==> src/rtl/branch_hazard_controller.sv <==
// Pipeline hazard control: memory stalls, branch/jump redirects and load-use bubbles, plus event counters.
// Latency: control outputs are combinational from state and inputs (0 cycles); counters update on the next edge.
// Backpressure: dmem_ready=0 freezes the whole pipeline and takes priority over every other event.
module branch_hazard_controller #(
    parameter int CNT_W = 32
) (
    input  logic             clk,
    input  logic             rst_n,
    input  logic             PCSel_in,
    input  logic             ex_mem_read,
    input  logic [4:0]       ex_rd,
    input  logic [4:0]       id_rs1,
    input  logic [4:0]       id_rs2,
    input  logic             id_rs1_used,
    input  logic             id_rs2_used,
    input  logic             dmem_ready,
    input  logic             cnt_clr,
    output logic             pc_sel_out,
    output logic             stall_pc,
    output logic             stall_ifid,
    output logic             stall_idex,
    output logic             stall_exwb,
    output logic             flush_ifid,
    output logic             flush_idex,
    output logic [CNT_W-1:0] taken_cnt,
    output logic [CNT_W-1:0] stall_cnt
);

    localparam logic [1:0] RUN      = 2'd0;
    localparam logic [1:0] LU       = 2'd1;
    localparam logic [1:0] FLUSH    = 2'd2;
    localparam logic [1:0] MEM_WAIT = 2'd3;

    logic [1:0] state, state_nxt, eval_state;
    logic       flush_pend, flush_pend_nxt;
    logic       luh;
    logic       pc_sel_c, stall_pc_c, stall_ifid_c, stall_idex_c, stall_exwb_c;
    logic       flush_ifid_c, flush_idex_c;

    always_comb begin
        luh = ex_mem_read && (ex_rd != 5'd0) &&
              ((id_rs1_used && (id_rs1 == ex_rd)) || (id_rs2_used && (id_rs2 == ex_rd)));

        // Leaving MEM_WAIT resumes whatever the stall interrupted.
        eval_state = state;
        if (state == MEM_WAIT)
            eval_state = flush_pend ? FLUSH : RUN;

        pc_sel_c       = 1'b0;
        stall_pc_c     = 1'b0;
        stall_ifid_c   = 1'b0;
        stall_idex_c   = 1'b0;
        stall_exwb_c   = 1'b0;
        flush_ifid_c   = 1'b0;
        flush_idex_c   = 1'b0;
        state_nxt      = state;
        flush_pend_nxt = flush_pend;

        if (!dmem_ready) begin
            stall_pc_c     = 1'b1;
            stall_ifid_c   = 1'b1;
            stall_idex_c   = 1'b1;
            stall_exwb_c   = 1'b1;
            state_nxt      = MEM_WAIT;
            flush_pend_nxt = flush_pend || (state == FLUSH);
        end else begin
            flush_pend_nxt = 1'b0;
            case (eval_state)
                FLUSH: begin
                    // Squash the fetch that was already in flight from the old path.
                    flush_ifid_c = 1'b1;
                    state_nxt    = RUN;
                end
                LU: begin
                    if (PCSel_in) begin
                        pc_sel_c     = 1'b1;
                        flush_ifid_c = 1'b1;
                        flush_idex_c = 1'b1;
                        state_nxt    = FLUSH;
                    end else begin
                        state_nxt    = RUN;
                    end
                end
                default: begin
                    if (PCSel_in) begin
                        pc_sel_c     = 1'b1;
                        flush_ifid_c = 1'b1;
                        flush_idex_c = 1'b1;
                        state_nxt    = FLUSH;
                    end else if (luh) begin
                        stall_pc_c   = 1'b1;
                        stall_ifid_c = 1'b1;
                        flush_idex_c = 1'b1;
                        state_nxt    = LU;
                    end else begin
                        state_nxt    = RUN;
                    end
                end
            endcase
        end
    end

    // Gating with rst_n keeps every control output low while reset is held.
    assign pc_sel_out = rst_n & pc_sel_c;
    assign stall_pc   = rst_n & stall_pc_c;
    assign stall_ifid = rst_n & stall_ifid_c;
    assign stall_idex = rst_n & stall_idex_c;
    assign stall_exwb = rst_n & stall_exwb_c;
    assign flush_ifid = rst_n & flush_ifid_c;
    assign flush_idex = rst_n & flush_idex_c;

    always_ff @(posedge clk or negedge rst_n) begin
        if (!rst_n) begin
            state      <= RUN;
            flush_pend <= 1'b0;
        end else begin
            state      <= state_nxt;
            flush_pend <= flush_pend_nxt;
        end
    end

    always_ff @(posedge clk or negedge rst_n) begin
        if (!rst_n) begin
            taken_cnt <= '0;
            stall_cnt <= '0;
        end else if (cnt_clr) begin
            taken_cnt <= '0;
            stall_cnt <= '0;
        end else begin
            if (pc_sel_c && (taken_cnt != {CNT_W{1'b1}}))
                taken_cnt <= taken_cnt + CNT_W'(1);
            if (stall_pc_c && (stall_cnt != {CNT_W{1'b1}}))
                stall_cnt <= stall_cnt + CNT_W'(1);
        end
    end

endmodule

==> config.mk <==
export PLATFORM = sky130hd
export DESIGN_NAME = branch_hazard_controller
export DESIGN_NICKNAME = d
export VERILOG_FILES = /design/src/rtl/branch_hazard_controller.sv
export SDC_FILE = /design/constraint.sdc
export NUM_CORES = 1
export LEC_CHECK = 0
export BUFFER_PORTS_ARGS = -buffer_cell sky130_fd_sc_hd__clkbuf_2
export CORE_UTILIZATION = 50
export CTS_BUF_LIST = sky130_fd_sc_hd__clkbuf_4
export CTS_CLUSTER_DIAMETER = 150
export DETAILED_ROUTE_END_ITERATION = 8
export GPL_TIMING_DRIVEN = 0
export PLACE_DENSITY_LB_ADDON = 0.05
export SETUP_SLACK_MARGIN = 0.2
export SLEW_MARGIN = 25
export SYNTH_ARGS = -nofsm -noshare
export SYNTH_HDL_FRONTEND = slang
export SYNTH_SLANG_ARGS = --single-unit
==> constraint.sdc <==
create_clock -name clk -period 4.1 [get_ports clk]
set_input_delay 1.23 -clock clk [delete_from_list [all_inputs] [get_ports clk]]
set_output_delay 1.23 -clock clk [all_outputs]
set_load 0.05 [all_outputs]
# After elaboration in Yosys (flattened, before gate mapping)
# Cells that the tools add are included.
[op_classes] add_sub_neg=2 eq_ne=8 muxes=25 bitwise=5 n_reduce_logical=12
[ops] cell="$mux W32" count=4
[ops] cell="$add A32 B1 Y32 const B" count=2
[ops] cell="$ne A32 B32 Y1 const B" count=2
[ops] cell="$mux W1" count=14
[ops] cell="$eq A5 B5 Y1" count=2
[ops] cell="$mux W2" count=5
[ops] cell="$eq A2 B2 Y1 const B" count=3
[ops] cell="$logic_and A1 B1 Y1" count=6
[ops] cell="$and A1 B1 Y1" count=5
[ops] cell="$reduce_bool A5 Y1" count=1
[ops] cell="$pmux W2 S2" count=1
[ops] cell="$reduce_bool A2 Y1" count=2
[ops] cell="$eq A2 B1 Y1 const B" count=1
[ops] cell="$logic_or A1 B1 Y1" count=2
[ops] cell="$pmux W1 S2" count=1
[ops] cell="$reduce_or A2 Y1" count=1
[totals] register_bits=67 in_bits=23 word_cells=56

# Depth between registers and ports, before layout
[logic_depth] ltp_word=11 mapped_depth=9 depth_no_buf=8

# Worst setup path before layout
# OpenSTA, ideal clock, no wires.
[synth_path] path_type="input to output" startpoint="input PCSel_in" endpoint="output stall_pc" arrival_time_ns=3.145 t_required_ns=2.870 path_slack_ns=-0.275 cell_stages=6 path_cell_list="or3_1 o31ai_1 a31oi_1 clkbuf_1 nor2b_1 buf_4"
[synth_between] elab_chain_cells=4
[synth_rtl] element="start, declared" line_no="9" rtl="input logic PCSel_in,"
[synth_rtl] element="$mux W1 (3 in series)"
[synth_rtl] element="$and A1 B1 Y1"
[synth_rtl] element="end, declared" line_no="19" rtl="output logic stall_pc,"
# No other way between the ends.

# Final worst setup path
[layout_path] startpoint="input ex_rd[3]" endpoint="output stall_pc"
[layout_between] elab_chain_cells=9 elab_cells_between_ends=13 classes_between="eq/ne: 2; mux: 4; bitwise: 1; reduce/logical: 6"
[layout_rtl] element="start, declared" line_no="11" rtl="input logic [4:0] ex_rd,"
[layout_rtl] element="$eq A5 B5 Y1" line_no="42" rtl="((id_rs1_used && (id_rs1 == ex_rd)) || (id_rs2_used && (id_rs2 == ex_rd)));"
[layout_rtl] element="$logic_and A1 B1 Y1" line_no="42"
[layout_rtl] element="$logic_or A1 B1 Y1" line_no="42"
[layout_rtl] element="$logic_and A1 B1 Y1 *" line_no="41" rtl="luh = ex_mem_read && (ex_rd != 5'd0) &&"
[layout_rtl] element="$mux W1 *" line_no="90" rtl="end else if (luh) begin"
[layout_rtl] element="$mux W1 *" line_no="85" rtl="if (PCSel_in) begin"
[layout_rtl] element="$mux W1 *" line_no="68" rtl="case (eval_state)"
[layout_rtl] element="$mux W1 *" line_no="59" rtl="if (!dmem_ready) begin"
[layout_rtl] element="$and A1 B1 Y1 *" line_no="105" rtl="assign stall_pc = rst_n & stall_pc_c;"
# Mark *: on every way between the ends. The rest lies on a longest branch, timed or not.

==> run_results.csv <==
group,metric,value,unit
yosys,syn-instance-count,410,
yosys,synth_top_cell_by_area,"dfrtp_1",
worst_hold_path,holdCritPathClass,"reg2reg",
global_routing,grt_overflow,0,
critical_path,endpoint_kind,"primary output",
global_routing,antenna_found_initial,0,
yosys,syn_area_per_cell,9.073,sq um
critical_path,r2r_end,"taken_cnt[5]",
yosys,synthFlopType,"dfrtp_1",
drt,vias,3342,
floorplanning,core_area,7214,sq um
yosys,ys_async_sr_fraction,1.000,
worst_hold_path,holdPathStages,2,
floorplanning,row_count,31,
clock_network,cts_sinks,67,
clock_network,clock_path_buffers,2,
global_routing,grt_pass1_wl,14200,um
drt,drt-initial-drc-count,162,
drt,routed_wl,8986,um
floorplanning,initial_utilization,0.5156,
critical_path,r2r_slack,1540,ps
clock_network,clkLatencyLatePin,400,ps
placement,io_buffers,93,
clock_network,htree_levels,3,
critical_path,cp.required,2870,ps
finish,drive_above_1_share,0.2529,
power_and_ir_drop,peakVddDrop,0.0001561,V
power_and_ir_drop,totalPowerFinal,1.219,mW
floorplanning,boundaryPins,94,
yosys,ys_warn_count,0,
critical_path,arrival,2740,ps
drt,final_antenna_net_count,0,
critical_path,critPathKind,"in2out",
critical_path,crit_fanout,3,
yosys,synth_top_area_frac,0.4507,
yosys,ys_seq_elements,67,
sta,finalCritPeriodShare,0.9677,
worst_hold_path,holdPathEnd,"flush_pend",
drt,post_drt_wl_per_cell,14.47,um
clock_network,clk_pin_slew,110,ps
finish,antennaDiodeCount,0,
finish,areaGrowthSynthToFinish,22.94,%
finish,fin_util,0.6339,
yosys,yosysMostFrequentCell,"nor2_1",
yosys,ys_types,45,
critical_path,worst_r2r_path_depth,8,
yosys,netlist_area,3720,sq um
yosys,synth_edf_count,0,
global_routing,grt_max_degree,42,
job,maxCapViolations,0,
yosys,yosysSeqAreaShare,0.4507,
sta,rsz0062_at_grt,"true",
run_status,status,"completed",
drt,firstDrtPassIters,5,
placement,routabilityCongestion,0.8632,
floorplanning,die_y,88.26,um
critical_path,worstReg2RegStart,"taken_cnt[3]",
floorplanning,dieArea,7789,sq um
yosys,synth_common_cells,"nor2_1 (68), dfrtp_1 (67), xnor2_1 (46), nand2_1 (33), nand4_1 (22)",
finish,nets,543,
sta,slew_viol_final,0,
yosys,syn_nets,435,
floorplanning,die_w,88.26,um
sta,fmax,0.2520,GHz
drt,vias_per_cell,5.382,
yosys,synth_area_leaders,"dfrtp_1 (45%), xnor2_1 (11%), nor2_1 (6.9%)",
power_and_ir_drop,powerDensity,266.6,nW/um^2
clock_network,cts-root-buf,"clkbuf_4",
worst_hold_path,hp-start,"flush_pend",
sta,finalHoldViolCount,0,
sta,setup_viol,0,
sta,skew,13.08,ps
global_routing,grt_use_total,0.2371,
placement,dpl.hpwl,6500,um
clock_network,cts_buffers,9,
sta,tightest_slew,752.1,ps
power_and_ir_drop,leakagePower,1.998,nW
drt,route.detailed.drc,0,
global_routing,grt_pass1_vias,2957,
critical_path,start_kind,"primary input",
clock_network,cts_tree,"done",
sta,slew_headroom,0.4956,
sta,fin_crit,3968,ps
[per-layer routing]
layer / share of wire / vias to the layer above / global-route usage
met5: 0 / - / 0
li1: - / 1647 / -
met1: 0.49 / 1592 / 0.3397
met3: 0.041 / 12 / 0.03078
met4: 0.014 / 0 / 0.09091
met2: 0.46 / 91 / 0.3671
[critical path: stages]
cell and delay, ps:
buf_8 100, or4_4 510, o21a_1 220, a31oi_4 240, buf_8 140, nor2b_4 40
buf_6 110, clkbuf_16 160
[metrics by stage]
stage | TNS [ps] | instance area, sq um | std cells | hold WS [ps] | worst slack [ps]
6_report | 0 | 4573 | 621 | 518.1 | 132.3
5_1_grt | 0 | 4573 | 621 | 551.2 | 87.53
4_1_cts | 0 | 4544 | 620 | 525.9 | 123.8
3_5_place_dp | -841.9 | 4340 | 603 | 502.0 | -474.8
3_3_place_gp | -2806 | 4318 | 602 | 474.0 | -493.4
2_1_floorplan | 0 | 3729 | 410 | 454.0 | 0.7077
[flip-flops by register name, summed over array words and instances, names as in the netlist]
signal      flops
taken_cnt      32
flush_pend      1
stall_cnt      32
state           2
[kinds of logic after synthesis]
logic type | share of synthesized area
flip-flops | 0.4507
multiplexers | 0.009417
XOR/XNOR | 0.1436
adder cells (fa/ha/maj) | 0.006726
buffers and inverters | 0.02926
AND/OR/NAND/NOR | 0.3041
AO/OA/AOI/OAI | 0.05617
[worst max path at each step]
stage / start / end / slack, ps / cells past startpoint
2_1_floorplan: ex_rd[3] / stall_pc / 0.7 / 6
3_3_place_gp: rst_n / flush_idex / -490 / 4
3_5_place_dp: ex_rd[3] / stall_pc / -470 / 8
4_1_cts: ex_rd[1] / stall_pc / 120 / 8
5_1_grt: ex_rd[3] / stall_pc / 90 / 8
6_report: ex_rd[3] / stall_pc / 130 / 8
[power by group]
part / internal, mW / switching [mW] / total, mW
Clock: 0.192 / 0.224 / 0.416
Combinational: 0.0446 / 0.0868 / 0.131
Sequential: 0.665 / 0.00616 / 0.672
[layout by cell type, fill, tap and decap left out, types with 11 or more instances in the layout]
| cell type | count |
|---|---|
| or3_1 | 12 |
| nand3_1 | 19 |
| clkbuf_4 | 13 |
| nand2_1 | 33 |
| a21oi_1 | 12 |
| xnor2_1 | 46 |
| nor3_1 | 21 |
| nor4_1 | 11 |
| nor2_1 | 68 |
| dfrtp_1 | 67 |
| nand4_1 | 22 |
| xor2_1 | 15 |
| clkbuf_2 | 86 |
[timing repair]
action | in CTS | in global routing
buffers inserted | 2 | 1
endpoints found under the hold margin | 0 | 0
setup endpoints to repair | 2 | 3
hold buffers | 0 | 0
resized for setup | 11 | 10
pin swaps | 3 | 3
[cell type report]
cell class	count	area [sq um]
clock buffer	11	82.58
multi-input combinational	317	1966
tap	99	123.9
buffer	16	86.33
sequential	67	1677
fill	658	2641
inverter	10	37.54
clock inverter	4	42.54
timing repair buffer	97	558.0
(Power assumes the default switching activity.)
